File: src/rtl/cntr_multi_wb.sv
// cntr_multi_wb: NCH Wishbone-programmed up/down wrap/saturate counters on user IO; PRESC divider only with CNTR_PRESCALE_EN
module cntr_multi_wb #(
    parameter int NCH = 4,
    parameter int WIDTH = 16,
    parameter int OUT_BITS = 16,
    parameter logic [31:0] ADDR_BASE = 32'h3000_0000
) (
    input  logic        wb_clk_i,
    input  logic        wb_rst_i,
    input  logic        wbs_cyc_i,
    input  logic        wbs_stb_i,
    input  logic        wbs_we_i,
    input  logic [3:0]  wbs_sel_i,
    input  logic [31:0] wbs_adr_i,
    input  logic [31:0] wbs_dat_i,
    output logic [31:0] wbs_dat_o,
    output logic        wbs_ack_o,
    input  logic [37:0] io_in,
    output logic [37:0] io_out,
    output logic [37:0] io_oeb,
    output logic [2:0]  user_irq
);
    localparam logic [WIDTH-1:0] ONE = WIDTH'(1);
    logic [4:0] ctrl [NCH];
    logic [WIDTH-1:0] count [NCH];
    logic [WIDTH-1:0] limit [NCH];
    logic [WIDTH-1:0] nxt [NCH];
    logic [NCH-1:0] tc, s1, s2, s3, tick, wrap, wr, irqen;
    logic [31:0] wm, rdata;
    logic [15:0] presc_rd;
    logic [1:0] rs;
    logic itick, acc, glob, irq_q, unused_bits;
    assign acc = wbs_cyc_i & wbs_stb_i & ~wbs_ack_o & (wbs_adr_i[31:8] == ADDR_BASE[31:8]);
    assign glob = wbs_adr_i[7:2] == 6'h3F;
    assign rs = wbs_adr_i[3:2];
    assign wm = {{8{wbs_sel_i[3]}}, {8{wbs_sel_i[2]}}, {8{wbs_sel_i[1]}}, {8{wbs_sel_i[0]}}};
    assign io_oeb = ~((38'd1 << (OUT_BITS + NCH)) - 38'd1);
    assign user_irq = {2'b00, irq_q};
    assign unused_bits = ^{wbs_adr_i[1:0], io_in};

    function automatic logic [31:0] merge(input logic [31:0] o);
        return (o & ~wm) | (wbs_dat_i & wm);
    endfunction

`ifdef CNTR_PRESCALE_EN
    logic [15:0] presc, div;
    logic presc_wr;
    assign presc_wr = acc & wbs_we_i & glob;
    assign itick = div == presc;
    assign presc_rd = presc;
    // Writing PRESC restarts the spacing so the new period applies from a clean start.
    always_ff @(posedge wb_clk_i) begin
        if (wb_rst_i) begin
            presc <= '0;
            div <= '0;
        end else begin
            div <= (presc_wr | itick) ? 16'd0 : div + 16'd1;
            if (presc_wr) presc <= 16'(merge(32'(presc)));
        end
    end
`else
    assign itick = 1'b1;
    assign presc_rd = '0;
`endif

    always_comb begin
        wr = '0;
        tick = '0;
        wrap = '0;
        irqen = '0;
        rdata = glob ? 32'(presc_rd) : 32'd0;
        for (int c = 0; c < NCH; c++) begin
            wr[c] = acc & wbs_we_i & (wbs_adr_i[7:4] == 4'(c));
            tick[c] = ctrl[c][0] & (ctrl[c][3] ? s2[c] & ~s3[c] : itick);
            wrap[c] = ctrl[c][1] ? count[c] == '0 : count[c] >= limit[c];
            irqen[c] = ctrl[c][4];
            nxt[c] = wrap[c] ? (ctrl[c][2] ? count[c] : ctrl[c][1] ? limit[c] : '0)
                             : ctrl[c][1] ? count[c] - ONE : count[c] + ONE;
            if (wbs_adr_i[7:4] == 4'(c))
                rdata = rs == 2'd0 ? 32'(ctrl[c]) : rs == 2'd1 ? 32'(count[c]) :
                        rs == 2'd2 ? 32'(limit[c]) : 32'(tc[c]);
        end
    end

    always_ff @(posedge wb_clk_i) begin
        if (wb_rst_i) begin
            wbs_ack_o <= 1'b0;
            wbs_dat_o <= '0;
            io_out <= '0;
            irq_q <= 1'b0;
            tc <= '0;
            s1 <= '0;
            s2 <= '0;
            s3 <= '0;
            for (int c = 0; c < NCH; c++) begin
                ctrl[c] <= '0;
                count[c] <= '0;
                limit[c] <= '1;
            end
        end else begin
            wbs_ack_o <= acc;
            wbs_dat_o <= (acc & ~wbs_we_i) ? rdata : 32'd0;
            io_out <= (38'(tc) << OUT_BITS) | 38'(count[0][OUT_BITS-1:0]);
            irq_q <= |(tc & irqen);
            s1 <= io_in[30 +: NCH];
            s2 <= s1;
            s3 <= s2;
            for (int c = 0; c < NCH; c++) begin
                if (wr[c] && rs == 2'd0) ctrl[c] <= 5'(merge(32'(ctrl[c])));
                if (wr[c] && rs == 2'd2) limit[c] <= WIDTH'(merge(32'(limit[c])));
                if (wr[c] && rs == 2'd3 && wbs_sel_i[0] && wbs_dat_i[0]) tc[c] <= 1'b0;
                // A COUNT load overrides the step, including its TC.
                if (wr[c] && rs == 2'd1) count[c] <= WIDTH'(merge(32'(count[c])));
                else if (tick[c]) begin
                    count[c] <= nxt[c];
                    if (wrap[c]) tc[c] <= 1'b1;
                end
            end
        end
    end
endmodule

File: config.mk
export PLATFORM = sky130hd
export DESIGN_NAME = cntr_multi_wb
export DESIGN_NICKNAME = d
export VERILOG_FILES = /design/src/rtl/cntr_multi_wb.sv
export SDC_FILE = /design/constraint.sdc
export NUM_CORES = 1
export LEC_CHECK = 0
export BUFFER_PORTS_ARGS = -buffer_cell sky130_fd_sc_hd__buf_2
export CORE_MARGIN = 8
export CORE_UTILIZATION = 40
export CTS_BUF_LIST = sky130_fd_sc_hd__clkbuf_2 sky130_fd_sc_hd__clkbuf_4 sky130_fd_sc_hd__clkbuf_8
export CTS_CLUSTER_DIAMETER = 50
export CTS_CLUSTER_SIZE = 30
export DETAILED_ROUTE_END_ITERATION = 10
export SYNTH_ARGS = -nofsm -noshare
export SYNTH_HDL_FRONTEND = slang
export SYNTH_SLANG_ARGS = --single-unit
File: constraint.sdc
create_clock -name wb_clk_i -period 8.78 [get_ports wb_clk_i]
set_clock_uncertainty 0.15 [all_clocks]
set_input_delay 2.195 -clock wb_clk_i [delete_from_list [all_inputs] [get_ports wb_clk_i]]
set_output_delay 2.195 -clock wb_clk_i [all_outputs]
set_load 0.01 [all_outputs]
# Word-level counts from Yosys, hierarchy flattened
# Memories as Yosys holds them, arrays and structs flattened.
# Cells that the tools add are included.
[word_totals]
regBits = 88
inputBits = 111
word_cells = 256
ramBits = 148
out_inout_bits = 112
memories = 3
[classes]
n_reduce_logical = 32
n_addsub = 8
magnitude_cmp = 4
bitwise_logic = 68
mux = 126
n_eq_ne = 7
[memory_table]
columns = ["name", "depth", "word_bits", "read_ports", "rd_clocked_by_memory_dff", "wr", "line_no", "source"]
rows = [
  ["count", 4, 16, 4, 0, 4, "25", "logic [WIDTH-1:0] count [NCH];"],
  ["limit", 4, 16, 4, 0, 4, "26", "logic [WIDTH-1:0] limit [NCH];"],
  ["ctrl", 4, 5, 4, 0, 4, "24", "logic [4:0] ctrl [NCH];"],
]
[ops]
columns = ["cell", "n"]
rows = [
  ["two-way mux 16 bit", 40],
  ["AND 16 bit", 9],
  ["two-way mux 32 bit", 4],
  ["bitwise OR 16 bit", 8],
  ["two-way mux 1 bit", 78],
  ["adder 16 x 1 -> 16 bit, second input constant", 4],
  ["greater-or-equal comparator 16 bit", 4],
  ["logical NOT 16 bit", 4],
  ["subtractor 16 x 1 -> 16 bit, second input constant", 4],
  ["equality test 24 x 22 -> 1 bit, second input constant", 1],
  ["logical AND 1 bit", 24],
  ["AND 5 bit", 4],
  ["two-way mux 5 bit", 4],
  ["bitwise OR 20 x 16 -> 20 bit", 1],
  ["bitwise OR 5 bit", 4],
  ["AND 1 bit", 17],
  ["NOT 16 bit", 1],
  ["bitwise OR 1 bit", 16],
  ["equality test 4 x 2 -> 1 bit, second input constant", 2],
  ["NOT 1 bit", 7],
  ["AND 4 bit", 1],
  ["equality test 2 bit, second input constant", 2],
  ["equality test 4 x 1 -> 1 bit, second input constant", 1],
  ["logical NOT 4 bit", 1],
  ["other kinds (4)", 4],
]

# Logic depth before layout (Yosys ltp)
# Gate-level depths: netlist of the first run.
[logic_depth]
word_depth = 12
ltp_mapped = 13
mapped_depth_nobuf = 11

# Worst setup path before layout of the first run
# Ideal clock, no wire load.
[synth_timing]
path_type = "input-to-reg"
startpoint = "in wbs_adr_i[2]"
endpoint = "mem count[2][0] (enable)"
setup_slack_ns = 4.108
t_arrival_ns = 4.111
cell_stages = 7
setup_ns = 0.411
required_ns = 8.219
path_buffers = 4
path_cell_list = "buf_2 > nor2b_1 > clkbuf_1 > buf_2 > buf_1 > a21oi_1 > o21ai_0"
[synth_lines]
columns = ["item", "line_no", "source"]
rows = [
  ["start: declaration", "14", "input logic [31:0] wbs_adr_i,"],
  ["end: declaration", "25", ""],
]

==> reports/results.txt, run 1 <==
Clock root cell = clkbuf_8
Total Power = 2.36 mW
Final Cycle Share = 0.618
#FFs+latches synth = 202
Synth Instances = 1,674
Leakage = 7.03 nW
Minimum clock period = 5.42 ns
Cell Pwr Density = 143 nW/um^2
Initial DRC count = 1,223
Critical Setup Path Class = input port to flip-flop
Hold Path Class = flip-flop to flip-flop
Main flop type after synthesis = edfxtp_1
DRC viols = 0
Share of cells above drive strength 1 = 0.110
DRT antenna net count = 0
GPL Wtd Cong = 0.940
Starting Density = 0.407
Synth unique cells = 87
Critical-path maximum fanout = 16
R2R depth = 7
Clk sinks = 202
Ys Warns = 0
WHS Path Cells = 2
Vias/cell = 5.92
CTS Buf Count = 26
Bufs on Longest Clock Path = 3
Final Hold Fails = 0
Setup crit end kind = flip-flop
First-pass GRT wire length = 77.3 mm
Die area = 44,800 um^2
Final setup vio count = 0
Slew Limit Fails = 0
Hold EP = s3[2]
HP Start = s2[2]
RSZ-0062 raised after global routing = no
Buffers added on ports = 94
Critical Path Start Type = input port
Worst Max-Slew Pin Slew = 1.24 ns
Vias in the first global route = 13.1k
Clock Latency Late Sink = 0.60 ns
TritonCTS clock tree = done
TritonRoute pass-1 iters = 6
Post-synth EDFFs = 148
GR Util All Layers = 0.219
Outcome = completed
Die Wd = 212 um
Post_cts resized = 0
Via count = 13.3k
Post-DP HPWL = 35.7 mm
Critical path required time = 8.90 ns
Antenna Cells = 0
Cell Area, Synth = 15,300 um^2
Final hold slack = 0.285 ns
Mean area per synthesized cell = 9.15 um^2
FF-to-FF Start = wbs_ack_o
Number of core rows = 71
Post-CTS Setup Bufs = 0
Hold-fix buffers, CTS = 0
Critical path data arrival time = 5.54 ns
Fin Setup TNS = 0 ns
Die height = 212 um
R2r setup slk = 4.79 ns
Drt wl/cell = 22.5 um
Commonest non-fill, non-tap cell in the layout = edfxtp_1
Fmax = 184 MHz
Sequential-to-total area share from yosys stat = 0.361
Worst vdd ir = 0.0887 mV
Reg2reg end = limit[1][10]
Largest net degree at the start of global routing = 94
Final #Nets = 1,953
Max_cap viols = 0
Ys async rst share = 0
Fill count = 3,714
CTS clk-pin slew, worst paths = 0.08 ns
Slew headroom = 0.167
Number of antenna violations at the first check in global routing = 0
GRT overflow = 0
Most frequent cells in the layout = edfxtp_1, a21oi_1, ha_1
Core area = 37,700 um^2
Depth of the CTS H-tree = 1
Final WL = 50.6 mm
IO Count = 223
Synthesis-to-finish area growth = 7.95%
## cell families (layout without fill, tap and decap cells)
group | Yosys count | count (layout) | synth area share
other cells | 2 | 74 | 0.000490
simple gates | 422 | 422 | 0.144
flops | 202 | 202 | 0.361
mux | 36 | 36 | 0.0255
fa+ha+maj | 124 | 124 | 0.103
buf+inv | 265 | 257 | 0.0853
compound gates | 575 | 575 | 0.253
xor+xnor | 48 | 48 | 0.0274
## metrics by stage
step | std cells | utilization | cell area [um^2] | setup slack (ns)
after global placement | 2201 | 0.422 | 15900 | 2.91
after floorplan | 1746 | - | 15600 | 4.11
after global routing | 2249 | 0.439 | 16500 | 3.11
after detailed placement | 2201 | 0.422 | 15900 | 2.84
after CTS | 2249 | 0.439 | 16500 | 3.50
final | 2249 | 0.439 | 16500 | 3.36
## area by class of cell
class / instances / area (um^2) / share of cell area
Sequential cell: 202 / 5530 / 0.334
Timing Repair Buffer: 112 / 606 / 0.0366
Clock buffer: 32 / 415 / 0.0251
Inverter: 97 / 364 / 0.0220
Multi-Input combinational cell: 1279 / 8770 / 0.530
Clock inverter: 16 / 220 / 0.0133
Tap cell: 511 / 639 / 0.0387
## report_power, final
group	internal (mW)	switching, mW
logic	0.142	0.255
registers	1.05	0.0401
clock network	0.448	0.425
total	1.64	0.719
## metal layers
layer  up-vias  part of all wire  global-route usage
met5         -                 0                   0
met4         0             0.043              0.0939
met3       121             0.077              0.0441
met2       555              0.46               0.349
met1      6418              0.42               0.287
li1       6229                 -                   -
## worst max path at each step
stage	depth (start not counted)	endpoint	slack, ns	start
floorplan	7	count[2][0]	4.11	wbs_adr_i[2]
global placement	8	limit[1][6]	2.91	wbs_adr_i[20]
detailed placement	8	limit[1][1]	2.84	wbs_adr_i[12]
CTS	8	limit[1][1]	3.50	wbs_adr_i[20]
global route	8	limit[1][10]	3.11	wbs_adr_i[17]
finish	8	limit[1][10]	3.36	wbs_adr_i[20]
## Yosys cell counts (all sizes together) (28+ instances only)
master,instances,share of area
a21o,38,0.019
a21oi,136,0.045
o21ai,128,0.042
nand2,100,0.024
buf,102,0.045
edfxtp,148,0.29
clkbuf,66,0.016
nor2,69,0.017
xnor2,30,0.017
nand2b,74,0.030
ha,120,0.098
mux2i,30,0.020
inv,97,0.024
a311oi,28,0.016
dfxtp,54,0.071
nor3,42,0.015
o211ai,67,0.033
a22oi,35,0.017
nor2b,29,0.012
## flip-flops by register name (all words and copies together), names as in the netlist
signal	cells
count	64
ctrl	20
io_out	20
irq_q	1
limit	64
s1	4
s2	4
s3	4
tc	4
wbs_ack_o	1
wbs_dat_o	16
## worst max-delay path, cell delays in order
cell and delay, ns:
buf_2 0.10, nor4b_1 0.33, nand4_1 0.38, nor3_1 0.99
buf_4 0.28, nand2_1 0.08, nor3_2 0.97, o211ai_1 0.21
Power figures use the tool's default switching activity.
==> run 2: changes to the inputs <==
==> constraint.sdc (replaced) <==
create_clock -name wb_clk_i -period 5.7 [get_ports wb_clk_i]
set_clock_uncertainty 0.15 [all_clocks]
set_input_delay 1.425 -clock wb_clk_i [delete_from_list [all_inputs] [get_ports wb_clk_i]]
set_output_delay 1.425 -clock wb_clk_i [all_outputs]
set_load 0.01 [all_outputs]
==> run 2 against run 1 <==
Non-clock buffer count grew 8; count of clock-buffer cells in the layout grew 1; sequential power grew 54%; flip-flop and latch count is the same; global-route usage grew 0.55 points; core utilization grew 0.23 points; power grew 54%; critical path depth is the same; worst hold slack lost 0.0043 ns.
==> reports/results.txt, run 2 (synthesis results as in run 1) <==
Outcome = completed (unchanged)
Slew headroom = 0.177 (was 0.167)
Crit-path max cell delay = 0.53 ns (was 0.99 ns)
IO Count = 223 (unchanged)
Hold EP = s3[2] (unchanged)
DRT antenna net count = 0 (unchanged)
Reg2reg end = count[0][5] (was limit[1][10])
Commonest non-fill, non-tap cell in the layout = edfxtp_1 (unchanged)
CP max stage cell = a211o_1 (was nor3_1)
CTS clk-pin slew, worst paths = 0.08 ns (about the same)
Vias in the first global route = 13.4k (was 13.1k)
Max_cap viols = 0 (unchanged)
R2R depth = 10 (was 7)
Fmax = 253 MHz
Most frequent cells in the layout = edfxtp_1, a21oi_1, ha_1 (unchanged)
Clk sinks = 202 (unchanged)
Vias/cell = 5.94 (was 5.92)
Synthesis-to-finish area growth = 8.52% (was 7.95%)
Fin Setup TNS = 0 ns (unchanged)
GPL Wtd Cong = 0.938 (was 0.940)
Worst vdd ir = 0.142 mV (was 0.0887 mV)
Final #Nets = 1,966 (was 1,953)
Critical path data arrival time = 4.18 ns (was 5.54 ns)
WHS Path Cells = 2 (unchanged)
Critical-path maximum fanout = 16 (unchanged)
Cell Pwr Density = 219 nW/um^2 (was 143 nW/um^2)
Setup crit end kind = flip-flop (unchanged)
GR Util All Layers = 0.225 (was 0.219)
Via count = 13.5k (was 13.3k)
First-pass GRT wire length = 79.2 mm (was 77.3 mm)
Depth of the CTS H-tree = 1 (unchanged)
Largest regs = count x64, limit x64 (unchanged)
Starting Density = 0.407 (unchanged)
Critical path cell sequence = buf_2 > nor3_1 > nand2_1 > nor4_4 > a211o_1 > buf_4 > nor2_1 > a221o_1 (was buf_2 > nor4b_1 > nand4_1 > nor3_1 > buf_4 > nand2_1 > nor3_2 > o211ai_1)
DRC viols = 0 (unchanged)
Hold Path Class = flip-flop to flip-flop (unchanged)
Buffers added on ports = 94 (unchanged)
TritonRoute pass-1 iters = 6 (unchanged)
Worst slack, placed = 1.24 ns (was 2.84 ns)
Antenna Cells = 0 (unchanged)
Critical path required time = 5.92 ns (was 8.90 ns)
GRT overflow = 0 (unchanged)
Clock root cell = clkbuf_8 (unchanged)
Largest net degree at the start of global routing = 46 (was 94)
Number of antenna violations at the first check in global routing = 1 (was 0)
Number of core rows = 71 (unchanged)
Hold-fix buffers, CTS = 0 (unchanged)
Worst Setup SP = wbs_adr_i[5] (was wbs_adr_i[20])
Final WL = 51.4 mm (was 50.6 mm)
FF-to-FF Start = count[0][9] (was wbs_ack_o)
TritonCTS clock tree = done (unchanged)
Final setup vio count = 0 (unchanged)
HP Start = s2[2] (unchanged)
CTS Buf Count = 31 (was 26)
Minimum clock period = 3.96 ns
Worst Max-Slew Pin Slew = 1.23 ns (was 1.24 ns)
Share of cells above drive strength 1 = 0.119 (was 0.110)
Die area = 44,800 um^2 (unchanged)
R2r setup slk = 1.85 ns (was 4.79 ns)
Final Cycle Share = 0.695
Final Hold Fails = 0 (unchanged)
Bufs on Longest Clock Path = 3 (unchanged)
Post_cts resized = 0 (unchanged)
Post-CTS Setup Bufs = 0 (unchanged)
Clock Latency Late Sink = 0.63 ns (was 0.60 ns)
Die Wd = 212 um (unchanged)
Setup ws final = 1.74 ns (was 3.36 ns)
Initial DRC count = 1,383 (was 1,223)
Fin util = 0.441 (was 0.439)
Drt wl/cell = 22.7 um (was 22.5 um)
Critical Path Start Type = input port (unchanged)
Critical Setup Path Class = input port to flip-flop (unchanged)
Core area = 37,700 um^2 (unchanged)
Post-DP HPWL = 36.6 mm (was 35.7 mm)
Die height = 212 um (unchanged)
Leakage = 7.08 nW (was 7.03 nW)
Slew Limit Fails = 0 (unchanged)
RSZ-0062 raised after global routing = no (unchanged)
[run 2: metal layers]
| metal | vias up | track usage | share of wire |
|---|---|---|---|
| met5 | - | 0.00111 | 0.00016 |
| met4 | 2 | 0.0942 | 0.043 |
| met3 | 109 | 0.0427 | 0.078 |
| met2 | 539 | 0.363 | 0.45 |
| met1 | 6548 | 0.292 | 0.42 |
| li1 | 6259 | - | - |
[run 2: worst max-delay path by stage]
stage,endpoint,slack (ns),depth (start not counted)
floorplan,count[2][0],1.80,7
global placement,count[1][12],1.27,8
detailed placement,count[1][12],1.24,8
CTS,count[0][6],1.88,10
global route,count[1][12],1.66,8
finish,count[1][12],1.74,8
[run 2: final cells by class]
| cell class | instances | area (um^2) |
|---|---|---|
| Multi-Input combinational cell | 1279 | 8770 |
| Tap cell | 511 | 639 |
| Inverter | 97 | 364 |
| Timing Repair Buffer | 120 | 666 |
| Sequential cell | 202 | 5530 |
| Fill cell | 3784 | 21000 |
| Clock inverter | 24 | 221 |
| Clock buffer | 33 | 442 |
[run 2: critical path, delay by kind of cell]
family	cells	cell delay, ns
compound gates	2	0.88
simple gates	4	1.43
buf+inv	2	0.44
[run 2: stage by stage]
stage	instances	total power, mW	hold slack [ns]	area (um^2)
after detailed placement	2209	2.32	0.277	16000
after global routing	2266	3.79	0.316	16600
final	2266	3.64	0.280	16600
after floorplan	1746	2.16	0.255	15600
after global placement	2209	2.30	0.275	16000
after CTS	2266	3.66	0.286	16600
[run 2: power breakdown]
group	total (mW)	internal [mW]	switching, mW
combinational	0.616	0.221	0.395
clock	1.34	0.613	0.728
sequential	1.68	1.62	0.0638
==> run 3: changes to the inputs <==
==> constraint.sdc (replaced) <==
create_clock -name wb_clk_i -period 4.05 [get_ports wb_clk_i]
set_clock_uncertainty 0.15 [all_clocks]
set_input_delay 1.0125 -clock wb_clk_i [delete_from_list [all_inputs] [get_ports wb_clk_i]]
set_output_delay 1.0125 -clock wb_clk_i [all_outputs]
set_load 0.01 [all_outputs]
==> run 3 against run 2 <==
Non-clock buffer count increased by 35; count of clock-buffer cells in the layout decreased by 4; global-route usage increased by 0.097 points; cell count increased by 1.4%; highest routed layer is now met4; critical path type is now flip-flop to flip-flop; clock power increased by 54%.
==> reports/results.txt, run 3 (synthesis results as in run 1) <==
Worst Setup SP = ctrl[3][1] (was wbs_adr_i[5])
Largest net degree at the start of global routing = 34 (was 46)
Buffers added on ports = 94 (unchanged)
Critical path data arrival time = 3.72 ns (was 4.18 ns)
Setup crit end kind = flip-flop (unchanged)
Synthesis-to-finish area growth = 10.8% (was 8.52%)
GRT overflow = 0 (unchanged)
First-pass GRT wire length = 79.4 mm (was 79.2 mm)
Crit path top cell by count = o21ai_1
Final #Nets = 1,999 (was 1,966)
# placed instances = 2,244 (was 2,209)
Hold-fix buffers, CTS = 0 (unchanged)
Share of cells above drive strength 1 = 0.134 (was 0.119)
Final Hold Fails = 0 (unchanged)
Final setup vio count = 0 (unchanged)
CTS clk-pin slew, worst paths = 0.11 ns (was 0.08 ns)
Critical path's top delay family = compound AO/OA/AOI/OAI gates (was simple AND/OR/NAND/NOR gates)
Worst path depth = 11 (was 8)
Fmax = 283 MHz
GPL Wtd Cong = 0.977 (was 0.938)
Initial DRC count = 1,438 (was 1,383)
Minimum clock period = 3.54 ns
R2r setup slk = 0.51 ns (was 1.85 ns)
Max_cap viols = 0 (unchanged)
CP max stage cell = edfxtp_1 (was a211o_1)
Number of antenna violations at the first check in global routing = 0 (was 1)
IO Count = 223 (unchanged)
Via count = 13.5k (about the same)
Fill count = 3,704 (was 3,784)
Worst vdd ir = 0.228 mV (was 0.142 mV)
Critical path required time = 4.23 ns (was 5.92 ns)
Reg2reg end = count[3][14] (was count[0][5])
Bufs on Longest Clock Path = 3 (unchanged)
GR Util All Layers = 0.226 (was 0.225)
Outcome = completed (unchanged)
Fin util = 0.451 (was 0.441)
Final WL = 51.6 mm (was 51.4 mm)
Core area = 37,700 um^2 (unchanged)
Clock Latency Late Sink = 0.60 ns (was 0.63 ns)
Number of core rows = 71 (unchanged)
Antenna Cells = 0 (unchanged)
Post-Layout Cell Count = 2,297 (was 2,266)
FF-to-FF Start = ctrl[3][1] (was count[0][9])
Critical path buffer and inverter count = 1 (was 2)
Worst Max-Slew Pin Slew = 1.26 ns (was 1.23 ns)
Critical path cell sequence = inv_1 > fa_1 > nor2b_1 > o21a_1 > o21ai_1 > a21oi_1 > and4_1 > nor3_1 > o41ai_1 > xnor2_1 > o21ai_1 (was buf_2 > nor3_1 > nand2_1 > nor4_4 > a211o_1 > buf_4 > nor2_1 > a221o_1)
Critical-path maximum fanout = 11 (was 16)
Critical Setup Path Class = flip-flop to flip-flop (was input port to flip-flop)
Starting Density = 0.407 (unchanged)
Slew Limit Fails = 0 (unchanged)
RSZ-0062 raised after global routing = no (unchanged)
Hold Path Class = flip-flop to flip-flop (unchanged)
Vias in the first global route = 13.3k (was 13.4k)
TritonRoute pass-1 iters = 7 (was 6)
Final Cycle Share = 0.873
Clock root cell = clkbuf_8 (unchanged)
Slew headroom = 0.138 (was 0.177)
Cell Pwr Density = 314 nW/um^2 (was 219 nW/um^2)
Commonest non-fill, non-tap cell in the layout = edfxtp_1 (unchanged)
Depth of the CTS H-tree = 1 (unchanged)
Critical Path Start Type = flip-flop (was input port)
Clk sinks = 202 (unchanged)
Die height = 212 um (unchanged)
Leakage = 7.28 nW (was 7.08 nW)
Post-CTS Setup Bufs = 0 (unchanged)
Most frequent cells in the layout = edfxtp_1, a21oi_1, ha_1 (unchanged)
Vias/cell = 5.89 (was 5.94)
Crit-path max cell delay = 0.66 ns (was 0.53 ns)
Post_cts resized = 0 (unchanged)
Largest regs = count x64, limit x64 (unchanged)
Post-DP HPWL = 37.8 mm (was 36.6 mm)
Die Wd = 212 um (unchanged)
CTS Buf Count = 29 (was 31)
TritonCTS clock tree = done (unchanged)
Fin Setup TNS = 0 ns (unchanged)
HP Start = s2[2] (unchanged)
DRT antenna net count = 0 (unchanged)
CP endpoint = count[3][14] (was count[1][12])
R2R depth = 11 (was 10)
DRC viols = 0 (unchanged)
Die area = 44,800 um^2 (unchanged)
Drt wl/cell = 22.5 um (was 22.7 um)
-- run 3: cell types whose count changed in the layout (fill, tap and decap cells not counted), sizes merged --
cell / before / now
clkinvlp: 2 / 0
clkbuf: 33 / 29
clkinv: 11 / 8
buf: 120 / 155
bufinv: 1 / 3
inv: 107 / 110
-- run 3: metal layers --
| metal | wire length [um] | part of all wire | GRT usage |
|---|---|---|---|
| met2 | 23200 | 0.45 | 0.356 |
| met1 | 22000 | 0.43 | 0.300 |
| met4 | 2210 | 0.043 | 0.0939 |
| met5 | 0 | 0 | 0 |
| met3 | 4200 | 0.081 | 0.0444 |
-- run 3: layout make-up --
class | instances | area [um^2] | area share
Multi-Input combinational cell | 1279 | 8770 | 0.517
Clock inverter | 24 | 347 | 0.0204
Sequential cell | 202 | 5530 | 0.326
Inverter | 97 | 364 | 0.0215
Timing Repair Buffer | 155 | 928 | 0.0547
Clock buffer | 29 | 399 | 0.0235
Tap cell | 511 | 639 | 0.0377
-- run 3: power by group --
| part | total (mW) | switching [mW] | internal [mW] |
|---|---|---|---|
| Clock | 2.07 | 1.09 | 0.976 |
| Combinational | 0.885 | 0.560 | 0.326 |
| Sequential | 2.37 | 0.0908 | 2.28 |
-- run 3: stage by stage --
| step | power, mW | hold WS [ns] | cell area [um^2] | setup WS, ns |
|---|---|---|---|---|
| after floorplan | 3.03 | 0.255 | 15600 | 0.389 |
| after global placement | 3.26 | 0.276 | 16200 | 0.217 |
| after detailed placement | 3.28 | 0.279 | 16200 | 0.254 |
| after CTS | 5.32 | 0.301 | 17000 | 0.549 |
| after global routing | 5.52 | 0.314 | 17000 | 0.229 |
| final | 5.32 | 0.298 | 17000 | 0.514 |
-- run 3: how the worst min path moves through the flow --
| stage | to | slack (ns) | depth (start not counted) |
|---|---|---|---|
| after detailed placement | s2[1] | 0.28 | 1 |
| after floorplan | s3[1] | 0.25 | 2 |
| after global routing | s2[2] | 0.31 | 1 |
| after CTS | s2[1] | 0.30 | 1 |
| after global placement | s2[1] | 0.28 | 1 |
| final | s3[2] | 0.30 | 2 |
-- run 3: worst reg2reg max path: stages (launching register included) --
cell and delay [ns]:
edfxtp_1 0.66, inv_1 0.33, fa_1 0.52, nor2b_1 0.15, o21a_1 0.14, o21ai_1 0.08, a21oi_1 0.21, and4_1 0.25
nor3_1 0.08, o41ai_1 0.46, xnor2_1 0.17, o21ai_1 0.07
